### config.mk
export PLATFORM = sky130hd
export DESIGN_NAME = mips_main_ctrl_flat
export DESIGN_NICKNAME = d
export VERILOG_FILES = /design/src/rtl/mips_main_ctrl_if.sv /design/src/rtl/mips_main_ctrl.sv /design/src/flat_wrapper.sv
export SDC_FILE = /design/constraint.sdc
export NUM_CORES = 1
export LEC_CHECK = 0
export BUFFER_PORTS_ARGS = -buffer_cell sky130_fd_sc_hd__buf_2
export CELL_PAD_IN_SITES_DETAIL_PLACEMENT = 1
export CELL_PAD_IN_SITES_GLOBAL_PLACEMENT = 1
export CORE_MARGIN = 10
export CORE_UTILIZATION = 29
export CTS_BUF_LIST = sky130_fd_sc_hd__clkbuf_8
export CTS_CLUSTER_SIZE = 12
export DETAILED_ROUTE_END_ITERATION = 16
export HOLD_SLACK_MARGIN = 0.06
export PLACE_DENSITY = 0.87
export SKIP_LAST_GASP = 1
export SYNTH_ARGS = -nofsm -noshare
export SYNTH_HDL_FRONTEND = slang
export SYNTH_SLANG_ARGS = --single-unit
### constraint.sdc
create_clock -name clk -period 3.8 [get_ports clk]
set_clock_uncertainty 0.2 [all_clocks]
set_input_delay 1.14 -clock clk [delete_from_list [all_inputs] [get_ports clk]]
set_output_delay 1.14 -clock clk [all_outputs]
set_load 0.01 [all_outputs]
### src/rtl/mips_main_ctrl_if.sv
// Control bundle between the multicycle MIPS main-control FSM and the datapath.
// master: controller side (takes op/func/zero, drives enables and muxes); slave: datapath side.
interface mips_main_ctrl_if;
  logic [5:0] op;
  logic [5:0] func;
  logic       zero;
  logic       IorD;
  logic       MemWrite;
  logic       IRWrite;
  logic       RegDst;
  logic       MemtoReg;
  logic       RegWrite;
  logic       ALUSrcA;
  logic [1:0] ALUSrcB;
  logic [1:0] ALUOp;
  logic [1:0] PCSrc;
  logic       PCEn;
  logic       illegal_op;
  logic [3:0] state;

  modport master (
    input  op,
    input  func,
    input  zero,
    output IorD,
    output MemWrite,
    output IRWrite,
    output RegDst,
    output MemtoReg,
    output RegWrite,
    output ALUSrcA,
    output ALUSrcB,
    output ALUOp,
    output PCSrc,
    output PCEn,
    output illegal_op,
    output state
  );

  modport slave (
    output op,
    output func,
    output zero,
    input  IorD,
    input  MemWrite,
    input  IRWrite,
    input  RegDst,
    input  MemtoReg,
    input  RegWrite,
    input  ALUSrcA,
    input  ALUSrcB,
    input  ALUOp,
    input  PCSrc,
    input  PCEn,
    input  illegal_op,
    input  state
  );
endinterface

### src/rtl/mips_main_ctrl.sv
// Moore main-control FSM of the multicycle MIPS datapath (fetch..writeback sequencing).
// Ports: clk, rst (sync, active-high), bus (mips_main_ctrl_if.master).
// Optional: define MIPS_BNE_EN to decode op 6'h05 as bne through the BRANCH state.
module mips_main_ctrl #(
  parameter logic [5:0] OP_RTYPE = 6'h00,
  parameter logic [5:0] OP_LW    = 6'h23,
  parameter logic [5:0] OP_SW    = 6'h2B,
  parameter logic [5:0] OP_BEQ   = 6'h04,
  parameter logic [5:0] OP_ADDI  = 6'h08,
  parameter logic [5:0] OP_J     = 6'h02,
  parameter logic [5:0] FN_JR    = 6'h08
) (
  input logic             clk,
  input logic             rst,
  mips_main_ctrl_if.master bus
);

  typedef enum logic [3:0] {
    S_FETCH    = 4'd0,
    S_DECODE   = 4'd1,
    S_MEMADR   = 4'd2,
    S_MEMREAD  = 4'd3,
    S_MEMWB    = 4'd4,
    S_MEMWRITE = 4'd5,
    S_EXECUTE  = 4'd6,
    S_ALUWB    = 4'd7,
    S_BRANCH   = 4'd8,
    S_ADDIEX   = 4'd9,
    S_ADDIWB   = 4'd10,
    S_JUMP     = 4'd11,
    S_JR       = 4'd12
  } state_t;

  state_t state_q;
  state_t state_d;

  logic       iord;
  logic       mem_write;
  logic       ir_write;
  logic       reg_dst;
  logic       mem_to_reg;
  logic       reg_write;
  logic       alu_src_a;
  logic [1:0] alu_src_b;
  logic [1:0] alu_op;
  logic [1:0] pc_src;
  logic       pc_write;
  logic       branch;
  logic       illegal;
  logic       taken;

`ifdef MIPS_BNE_EN
  localparam logic [5:0] OP_BNE = 6'h05;

  logic bne_q;
  logic bne_d;

  always_ff @(posedge clk) begin
    if (rst) begin
      bne_q <= 1'b0;
    end else begin
      bne_q <= bne_d;
    end
  end

  // bne reuses the beq datapath; only the sense of zero flips
  assign taken = bus.zero ^ bne_q;
`else
  assign taken = bus.zero;
`endif

  always_ff @(posedge clk) begin
    if (rst) begin
      state_q <= S_FETCH;
    end else begin
      state_q <= state_d;
    end
  end

  always_comb begin
    state_d    = S_FETCH;
    iord       = 1'b0;
    mem_write  = 1'b0;
    ir_write   = 1'b0;
    reg_dst    = 1'b0;
    mem_to_reg = 1'b0;
    reg_write  = 1'b0;
    alu_src_a  = 1'b0;
    alu_src_b  = 2'b00;
    alu_op     = 2'b00;
    pc_src     = 2'b00;
    pc_write   = 1'b0;
    branch     = 1'b0;
    illegal    = 1'b0;
`ifdef MIPS_BNE_EN
    bne_d      = bne_q;
`endif
    case (state_q)
      S_FETCH: begin
        ir_write  = 1'b1;
        pc_write  = 1'b1;
        alu_src_b = 2'b01;
`ifdef MIPS_BNE_EN
        bne_d     = 1'b0;
`endif
        state_d   = S_DECODE;
      end
      S_DECODE: begin
        alu_src_b = 2'b11;
`ifdef MIPS_BNE_EN
        bne_d     = (bus.op == OP_BNE);
`endif
        unique case (1'b1)
          (bus.op == OP_LW),
          (bus.op == OP_SW):    state_d = S_MEMADR;
          (bus.op == OP_RTYPE): state_d = S_EXECUTE;
          (bus.op == OP_BEQ):   state_d = S_BRANCH;
          (bus.op == OP_ADDI):  state_d = S_ADDIEX;
          (bus.op == OP_J):     state_d = S_JUMP;
`ifdef MIPS_BNE_EN
          (bus.op == OP_BNE):   state_d = S_BRANCH;
`endif
          default: begin
            state_d = S_FETCH;
            illegal = 1'b1;
          end
        endcase
      end
      S_MEMADR: begin
        alu_src_a = 1'b1;
        alu_src_b = 2'b10;
        if (bus.op == OP_LW) begin
          state_d = S_MEMREAD;
        end else if (bus.op == OP_SW) begin
          state_d = S_MEMWRITE;
        end else begin
          state_d = S_FETCH;
        end
      end
      S_MEMREAD: begin
        iord    = 1'b1;
        state_d = S_MEMWB;
      end
      S_MEMWB: begin
        mem_to_reg = 1'b1;
        reg_write  = 1'b1;
        state_d    = S_FETCH;
      end
      S_MEMWRITE: begin
        iord      = 1'b1;
        mem_write = 1'b1;
        state_d   = S_FETCH;
      end
      S_EXECUTE: begin
        alu_src_a = 1'b1;
        alu_op    = 2'b10;
        // jr still flows through the R-type ALU path so ALUOut = rs + $0
        state_d   = (bus.func == FN_JR) ? S_JR : S_ALUWB;
      end
      S_ALUWB: begin
        reg_dst   = 1'b1;
        reg_write = 1'b1;
        state_d   = S_FETCH;
      end
      S_BRANCH: begin
        alu_src_a = 1'b1;
        alu_op    = 2'b01;
        pc_src    = 2'b01;
        branch    = 1'b1;
        state_d   = S_FETCH;
      end
      S_ADDIEX: begin
        alu_src_a = 1'b1;
        alu_src_b = 2'b10;
        state_d   = S_ADDIWB;
      end
      S_ADDIWB: begin
        reg_write = 1'b1;
        state_d   = S_FETCH;
      end
      S_JUMP: begin
        pc_src   = 2'b10;
        pc_write = 1'b1;
        state_d  = S_FETCH;
      end
      S_JR: begin
        pc_src   = 2'b01;
        pc_write = 1'b1;
        state_d  = S_FETCH;
      end
      default: begin
        state_d = S_FETCH;
      end
    endcase
  end

  // write strobes are held off during reset so an abandoned
  // instruction cannot touch architectural state
  assign bus.IorD       = iord;
  assign bus.MemWrite   = mem_write & ~rst;
  assign bus.IRWrite    = ir_write & ~rst;
  assign bus.RegDst     = reg_dst;
  assign bus.MemtoReg   = mem_to_reg;
  assign bus.RegWrite   = reg_write & ~rst;
  assign bus.ALUSrcA    = alu_src_a;
  assign bus.ALUSrcB    = alu_src_b;
  assign bus.ALUOp      = alu_op;
  assign bus.PCSrc      = pc_src;
  assign bus.PCEn       = ~rst & (pc_write | (branch & taken));
  assign bus.illegal_op = illegal & ~rst;
  assign bus.state      = state_q;

endmodule

### src/flat_wrapper.sv
// flat-port wrapper written by rule: the top's interface ports become plain ports
module mips_main_ctrl_flat 
#(
  parameter logic [5:0] OP_RTYPE = 6'h00,
  parameter logic [5:0] OP_LW    = 6'h23,
  parameter logic [5:0] OP_SW    = 6'h2B,
  parameter logic [5:0] OP_BEQ   = 6'h04,
  parameter logic [5:0] OP_ADDI  = 6'h08,
  parameter logic [5:0] OP_J     = 6'h02,
  parameter logic [5:0] FN_JR    = 6'h08
)
  (clk, rst, bus_op, bus_func, bus_zero, bus_IorD, bus_MemWrite, bus_IRWrite, bus_RegDst, bus_MemtoReg, bus_RegWrite, bus_ALUSrcA, bus_ALUSrcB, bus_ALUOp, bus_PCSrc, bus_PCEn, bus_illegal_op, bus_state);
  mips_main_ctrl_if bus_i ();
  input logic clk;
  input logic rst;
  input wire logic [$bits(bus_i.op)-1:0] bus_op;
  input wire logic [$bits(bus_i.func)-1:0] bus_func;
  input wire logic [$bits(bus_i.zero)-1:0] bus_zero;
  output wire logic [$bits(bus_i.IorD)-1:0] bus_IorD;
  output wire logic [$bits(bus_i.MemWrite)-1:0] bus_MemWrite;
  output wire logic [$bits(bus_i.IRWrite)-1:0] bus_IRWrite;
  output wire logic [$bits(bus_i.RegDst)-1:0] bus_RegDst;
  output wire logic [$bits(bus_i.MemtoReg)-1:0] bus_MemtoReg;
  output wire logic [$bits(bus_i.RegWrite)-1:0] bus_RegWrite;
  output wire logic [$bits(bus_i.ALUSrcA)-1:0] bus_ALUSrcA;
  output wire logic [$bits(bus_i.ALUSrcB)-1:0] bus_ALUSrcB;
  output wire logic [$bits(bus_i.ALUOp)-1:0] bus_ALUOp;
  output wire logic [$bits(bus_i.PCSrc)-1:0] bus_PCSrc;
  output wire logic [$bits(bus_i.PCEn)-1:0] bus_PCEn;
  output wire logic [$bits(bus_i.illegal_op)-1:0] bus_illegal_op;
  output wire logic [$bits(bus_i.state)-1:0] bus_state;
  assign bus_i.op = bus_op;
  assign bus_i.func = bus_func;
  assign bus_i.zero = bus_zero;
  assign bus_IorD = bus_i.IorD;
  assign bus_MemWrite = bus_i.MemWrite;
  assign bus_IRWrite = bus_i.IRWrite;
  assign bus_RegDst = bus_i.RegDst;
  assign bus_MemtoReg = bus_i.MemtoReg;
  assign bus_RegWrite = bus_i.RegWrite;
  assign bus_ALUSrcA = bus_i.ALUSrcA;
  assign bus_ALUSrcB = bus_i.ALUSrcB;
  assign bus_ALUOp = bus_i.ALUOp;
  assign bus_PCSrc = bus_i.PCSrc;
  assign bus_PCEn = bus_i.PCEn;
  assign bus_illegal_op = bus_i.illegal_op;
  assign bus_state = bus_i.state;
  mips_main_ctrl #(.OP_RTYPE(OP_RTYPE), .OP_LW(OP_LW), .OP_SW(OP_SW), .OP_BEQ(OP_BEQ), .OP_ADDI(OP_ADDI), .OP_J(OP_J), .FN_JR(FN_JR)) u_core (.clk(clk), .rst(rst), .bus(bus_i));
endmodule
==> metrics.txt, run 1 <==
Worst slew margin about two thirds; total CTS buffers 3; switching share of power 28.69%; worst hold slack 0.5375 ns; RSZ-0062 raised after global routing false; CP Capture Type output port; die area 3845 sq um; unique cell type count in the Yosys netlist 35; PortBufs 33; P_int roughly 0.00013 W; worst skew pair latency 0.22 ns; hold crit path type reg -> reg; Synth Cell Area approximately 510 sq um; top layer in use met4; pwr dens 252.8 nW/um^2; via count 689; Final GP Congestion between 0.7 and 0.8; sequential cell area fraction in the yosys report between 15 and 20%; initial antenna violation count 0; initial DRC count 4; Leakage Power around 0.34 nW; Final Util 42.27%; CTS tree yes; post_cts resized 0; power share of the sequential group 26.3%; Core ar. between 1500 and 2000 sq um; CP Max Fanout 7; met3 WL 157 microns; DRT Wirelength 2058 microns; reg-to-reg setup timing slack 1.95 ns; worst hold path cell count 2; ANT cells 0; Residual DRC 0; #FFs+latches synth 4; met2 WL 1043 microns; status finished, final reports clean; required time of the worst setup path 2.46 ns; gate count of the mapped netlist 76; critical path, cell by cell buf_2 > or4_1 > nor4_1 > buf_2; clock power share 50.5%; Reg2Reg Depth 4; max reg flops 4; Starting Density 29.96%; placed insts 128; Worst setup SP type input pin; clock-pin slew on the worst setup and hold paths about 0.030 ns; syn avg cell area 6.733 sq um; critical path startpoint rst; Worst Tran Pin Value 0.4742 ns; Worst Setup EP bus_illegal_op; GRT Total Usage 11.51%; fmax between 0.2 and 0.3 GHz; Switch Pwr roughly 0.000052 W; CTS Sinks 4; setup tns final 0 ns; Worst Path Arrival 2.22 ns; pre-CTS setup slack 0.2307 ns; Die Y between 60 and 70 microns; io pins 34; First-pass DRT Iterations 4; post-CTS setup buffers 0; worst r2r src u_core.bus.state[1]; htree depth 1; Final Hold Fails 0; Crit Path Class in -> out; cell repeated most along the worst path buf_2; ANT nets after route 0; max-cap violations 0; Final Worst Setup Slack between 0.2 and 0.25 ns; Area Growth Syn to Fin 41.08%; CP max stage cell or4_1; WL per Instance 15.71 microns; DR vias/cell 5.260; fin cells 131; hold buffers post-CTS 0; Root Driver clkbuf_8; most common cell after layout, fill and taps aside buf_2; first-pass GRT wire length between 3000 and 4000 microns; worst vdd ir 0.1496 mV; Final HPWL DP between 1500 and 2000 microns; Comb pwr share ~23%; fin. max-slew vios 0; number of global-route vias before repair 726; wire length on met1 820 microns; Final Setup Violations 0; Critical R2R Capture u_core.bus.state[2]; share of cells above drive strength 1 40.57%; die width 62.01 microns; GRT Residual Overflow 0; Max clock buf depth 2; Syn Nets 91; FP Rows 15; Worst path max stage delay 0.48 ns; Synth warnings 0; Tcrit/Tclk final 93.73%; Final nets 123; Period minus WS final ~3.6 ns; most frequent cells in the layout buf_2, nor2_1, a21oi_1; largest net degree at the start of global routing 16
[synthesized netlist by cell type (all sizes together)]
library cell | number | share of area, %
nor4 | 1 | 1.2
buf | 4 | 3.9
nor2 | 13 | 10
or2 | 1 | 1.2
inv | 3 | 2.2
o211a | 1 | 2.0
or4 | 2 | 3.7
mux2i | 2 | 3.9
a211oi | 3 | 4.4
a22oi | 1 | 1.5
or3b | 1 | 1.7
o32ai | 1 | 1.7
clkbuf | 2 | 1.5
nor4b | 2 | 4.6
xor2 | 2 | 3.4
o22ai | 1 | 1.2
o21ai | 4 | 3.9
nand2b | 3 | 5.1
dfxtp | 4 | 16
or3 | 3 | 3.9
nand2 | 2 | 1.5
nor2b | 1 | 1.2
nand3 | 2 | 2.0
o41ai | 1 | 1.7
and3 | 1 | 1.2
a21oi | 8 | 7.8
nor3 | 7 | 7.8
[layer usage]
layer	vias to the layer above	global-route usage [%]
li1	340	-
met1	319	12.40
met2	25	19.88
met3	5	3.455
met4	0	5.732
met5	-	0
[logic make-up after synthesis]
kind of cell              count (synthesis)  share of synthesized area [%]
AOI/OAI and AO/OA                        20                          24.21
xor gates and xnor gates                  2                          3.424
buffers and inverters                     9                          7.580
DFF                                       4                          15.65
muxes                                     2                          3.912
and+or+nand+nor                          39                          45.24
[layout make-up]
cell class	count	area (sq um)
fillers	244	985.9
well taps	25	31.28
inverters	3	11.26
clock buffers	3	41.29
repair buffers	33	165.2
multi-input cells	63	392.9
flip-flops and latches	4	80.08
[power groups by stage]
stage / sequential (W) / clock [W] / combinational (W)
2_1_floorplan: 0.0000454 / 0 / 0.0000265
3_3_place_gp: 0.0000484 / 0 / 0.0000407
3_5_place_dp: 0.0000486 / 0 / 0.0000426
4_1_cts: 0.0000480 / 0.0000940 / 0.0000427
5_1_grt: 0.0000485 / 0.0000957 / 0.0000477
6_report: 0.0000481 / 0.0000921 / 0.0000423
[worst max-delay path: cells and delay by family]
kind / cells / cell delay, ns
and+or+nand+nor: 2 / 0.77
buffers and inverters: 2 / 0.31
[through the flow]
stage | total power (W) | cell area (sq um)
after floorplan | 0.00007193 | 511.7
after global placement | 0.00008904 | 680.7
after detailed placement | 0.00009119 | 680.7
after CTS | 0.0001847 | 721.9
after global routing | 0.0001920 | 721.9
final | 0.0001825 | 721.9
[how the worst min path moves through the flow]
| stage | start | to |
|---|---|---|
| after floorplan | u_core.bus.state[2] | u_core.bus.state[3] |
| after global placement | u_core.bus.state[3] | u_core.bus.state[1] |
| final | u_core.bus.state[1] | u_core.bus.state[2] |
| after CTS | u_core.bus.state[1] | u_core.bus.state[2] |
| after global routing | u_core.bus.state[1] | u_core.bus.state[2] |
| after detailed placement | u_core.bus.state[1] | u_core.bus.state[2] |
No activity file was read; power rests on OpenSTA's default activity.
==> run 2, diff against run 1 <==
==> constraint.sdc (replaced) <==
create_clock -name clk -period 3.8 [get_ports clk]
set_clock_uncertainty 0.2 [all_clocks]
set_input_delay 1.14 -clock clk [delete_from_list [all_inputs] [get_ports clk]]
set_output_delay 1.14 -clock clk [all_outputs]
set_load 0.02 [all_outputs]
==> run 2 against run 1 <==
  * Critical path depth did not move
  * Register-to-register slack is essentially flat
  * Hold slack better by 0.020 ns
  * Clock power decreased by 3.7%
  * Critical path type unchanged
  * Largest cell class unchanged
  * Highest routed layer is now met3
==> metrics.txt, run 2 (synthesized netlist as in run 1, its figures left out) <==
total CTS buffers 3 (unchanged); hold crit path type reg -> reg (unchanged); CTS Sinks 4 (unchanged); worst hold path cell count 2 (unchanged); status finished, final reports clean (unchanged); via count 687 (was 689); Final GP Congestion 0.8009 (was 0.7726); Worst slew margin 67.73% (was 68.34%); clock-pin slew on the worst setup and hold paths 0.03 ns (about the same); Area Growth Syn to Fin 41.08% (unchanged); CP Capture Type output port (unchanged); setup tns final 0 ns (unchanged); number of global-route vias before repair 702 (was 726); CTS tree yes (unchanged); DR vias/cell 5.244 (was 5.260); Worst Tran Pin Value 0.4835 ns (was 0.4742 ns); Final HPWL DP 1601 microns (was 1677 microns); most common cell after layout, fill and taps aside buf_2 (unchanged); fmax 0.2791 GHz (was 0.2808 GHz); max reg flops 4 (unchanged); ANT cells 0 (unchanged); initial DRC count 16 (was 4); Worst Path Arrival 2.24 ns (was 2.22 ns); Critical R2R Capture u_core.bus.state[2] (unchanged); FILL cells 235 (was 244); first-pass GRT wire length 3139 microns (was 3353 microns); Worst setup SP type input pin (unchanged); reg-to-reg setup timing slack 1.94 ns (was 1.95 ns); DRT Wirelength 1983 microns (was 2058 microns); die area 3845 sq um (unchanged); Leakage Power 0.3438 nW (unchanged); Final Util 42.27% (unchanged); fin. max-slew vios 0 (unchanged); GRT Residual Overflow 0 (unchanged); hold endpoint u_core.bus.state[2] (unchanged); worst skew pair latency 0.22 ns (about the same); First-pass DRT Iterations 4 (unchanged); max-cap violations 0 (unchanged); Max clock buf depth 2 (unchanged); RSZ-0062 raised after global routing false (unchanged); Root Driver clkbuf_8 (unchanged); Starting Density 29.96% (unchanged); Residual DRC 0 (unchanged); largest net degree at the start of global routing 16 (unchanged); Final nets 123 (unchanged); Die Y 62.01 microns (unchanged); Reg2Reg Depth 4 (unchanged); htree depth 1 (unchanged); Crit Path Class in -> out (unchanged); die width 62.01 microns (unchanged); Tcrit/Tclk final 94.28% (was 93.73%); WL per Instance 15.14 microns (was 15.71 microns); GRT Total Usage 10.68% (was 11.51%); CP Max Fanout 7 (unchanged); Final Worst Setup Slack 0.2173 ns (was 0.2382 ns); io pins 34 (unchanged); required time of the worst setup path 2.46 ns (about the same); Hold Startpoint u_core.bus.state[1] (unchanged); most frequent cells in the layout buf_2, nor2_1, a21oi_1 (unchanged); ANT nets after route 0 (unchanged); pwr dens 253.7 nW/um^2 (was 252.8 nW/um^2); Final Setup Violations 0 (unchanged); share of cells above drive strength 1 40.57% (unchanged); hold buffers post-CTS 0 (unchanged); worst vdd ir 0.1508 mV (was 0.1496 mV); Core ar. 1708 sq um (unchanged); Final Hold Fails 0 (unchanged); Period minus WS final 3.583 ns (was 3.562 ns); initial antenna violation count 0 (unchanged); worst r2r src u_core.bus.state[1] (unchanged); pre-CTS setup slack 0.2146 ns (was 0.2307 ns); post_cts resized 0 (unchanged); FP Rows 15 (unchanged); post-CTS setup buffers 0 (unchanged); PortBufs 33 (unchanged)
[run 2: worst max-delay path by stage]
stage	startpoint	endpoint	slack [ns]	cells after the start
after global routing	rst	bus_illegal_op	0.12	4
after floorplan	bus_op[3]	bus_illegal_op	0.06	4
final	rst	bus_illegal_op	0.22	4
after CTS	rst	bus_illegal_op	0.21	4
after global placement	rst	bus_illegal_op	0.23	4
after detailed placement	rst	bus_illegal_op	0.21	4
[run 2: cell type report]
cell class              count  area, sq um  area share, %
clock buffers               3        41.29          5.719
inverters                   3        11.26          1.560
multi-input cells          63        392.9          54.42
flip-flops and latches      4        80.08          11.09
well taps                  25        31.28          4.333
repair buffers             33        165.2          22.88
[run 2: critical path, stage by stage]
cell and delay [ns]:
buf_2 0.14, or4_1 0.49, nor4_1 0.26, buf_2 0.21
[run 2: power breakdown]
part,internal (W),switching [W]
registers,0.0000436,0.00000437
clock network,0.0000674,0.0000213
logic,0.0000189,0.0000276
[run 2: routing by layer]
metal  vias up  global-route usage, %  part of all wire, %  wire length [microns]
li1        342                      -                    -                      -
met1       321                  12.53                   42                    840
met2        24                  17.25                   50                    988
met3         0                  2.846                  7.8                    154
met4         0                  5.732                    0                      0
met5         -                      0                    0                      0
[run 2: stage by stage]
step	instances	total power, W	area (sq um)	hold slack [ns]
finish	131	0.0001832	721.9	0.5577
floorplan	76	0.00007617	511.7	0.5645
CTS	131	0.0001869	721.9	0.5511
detailed placement	128	0.00009514	680.7	0.5458
global route	131	0.0001952	721.9	0.5755
global placement	128	0.00009332	680.7	0.5262
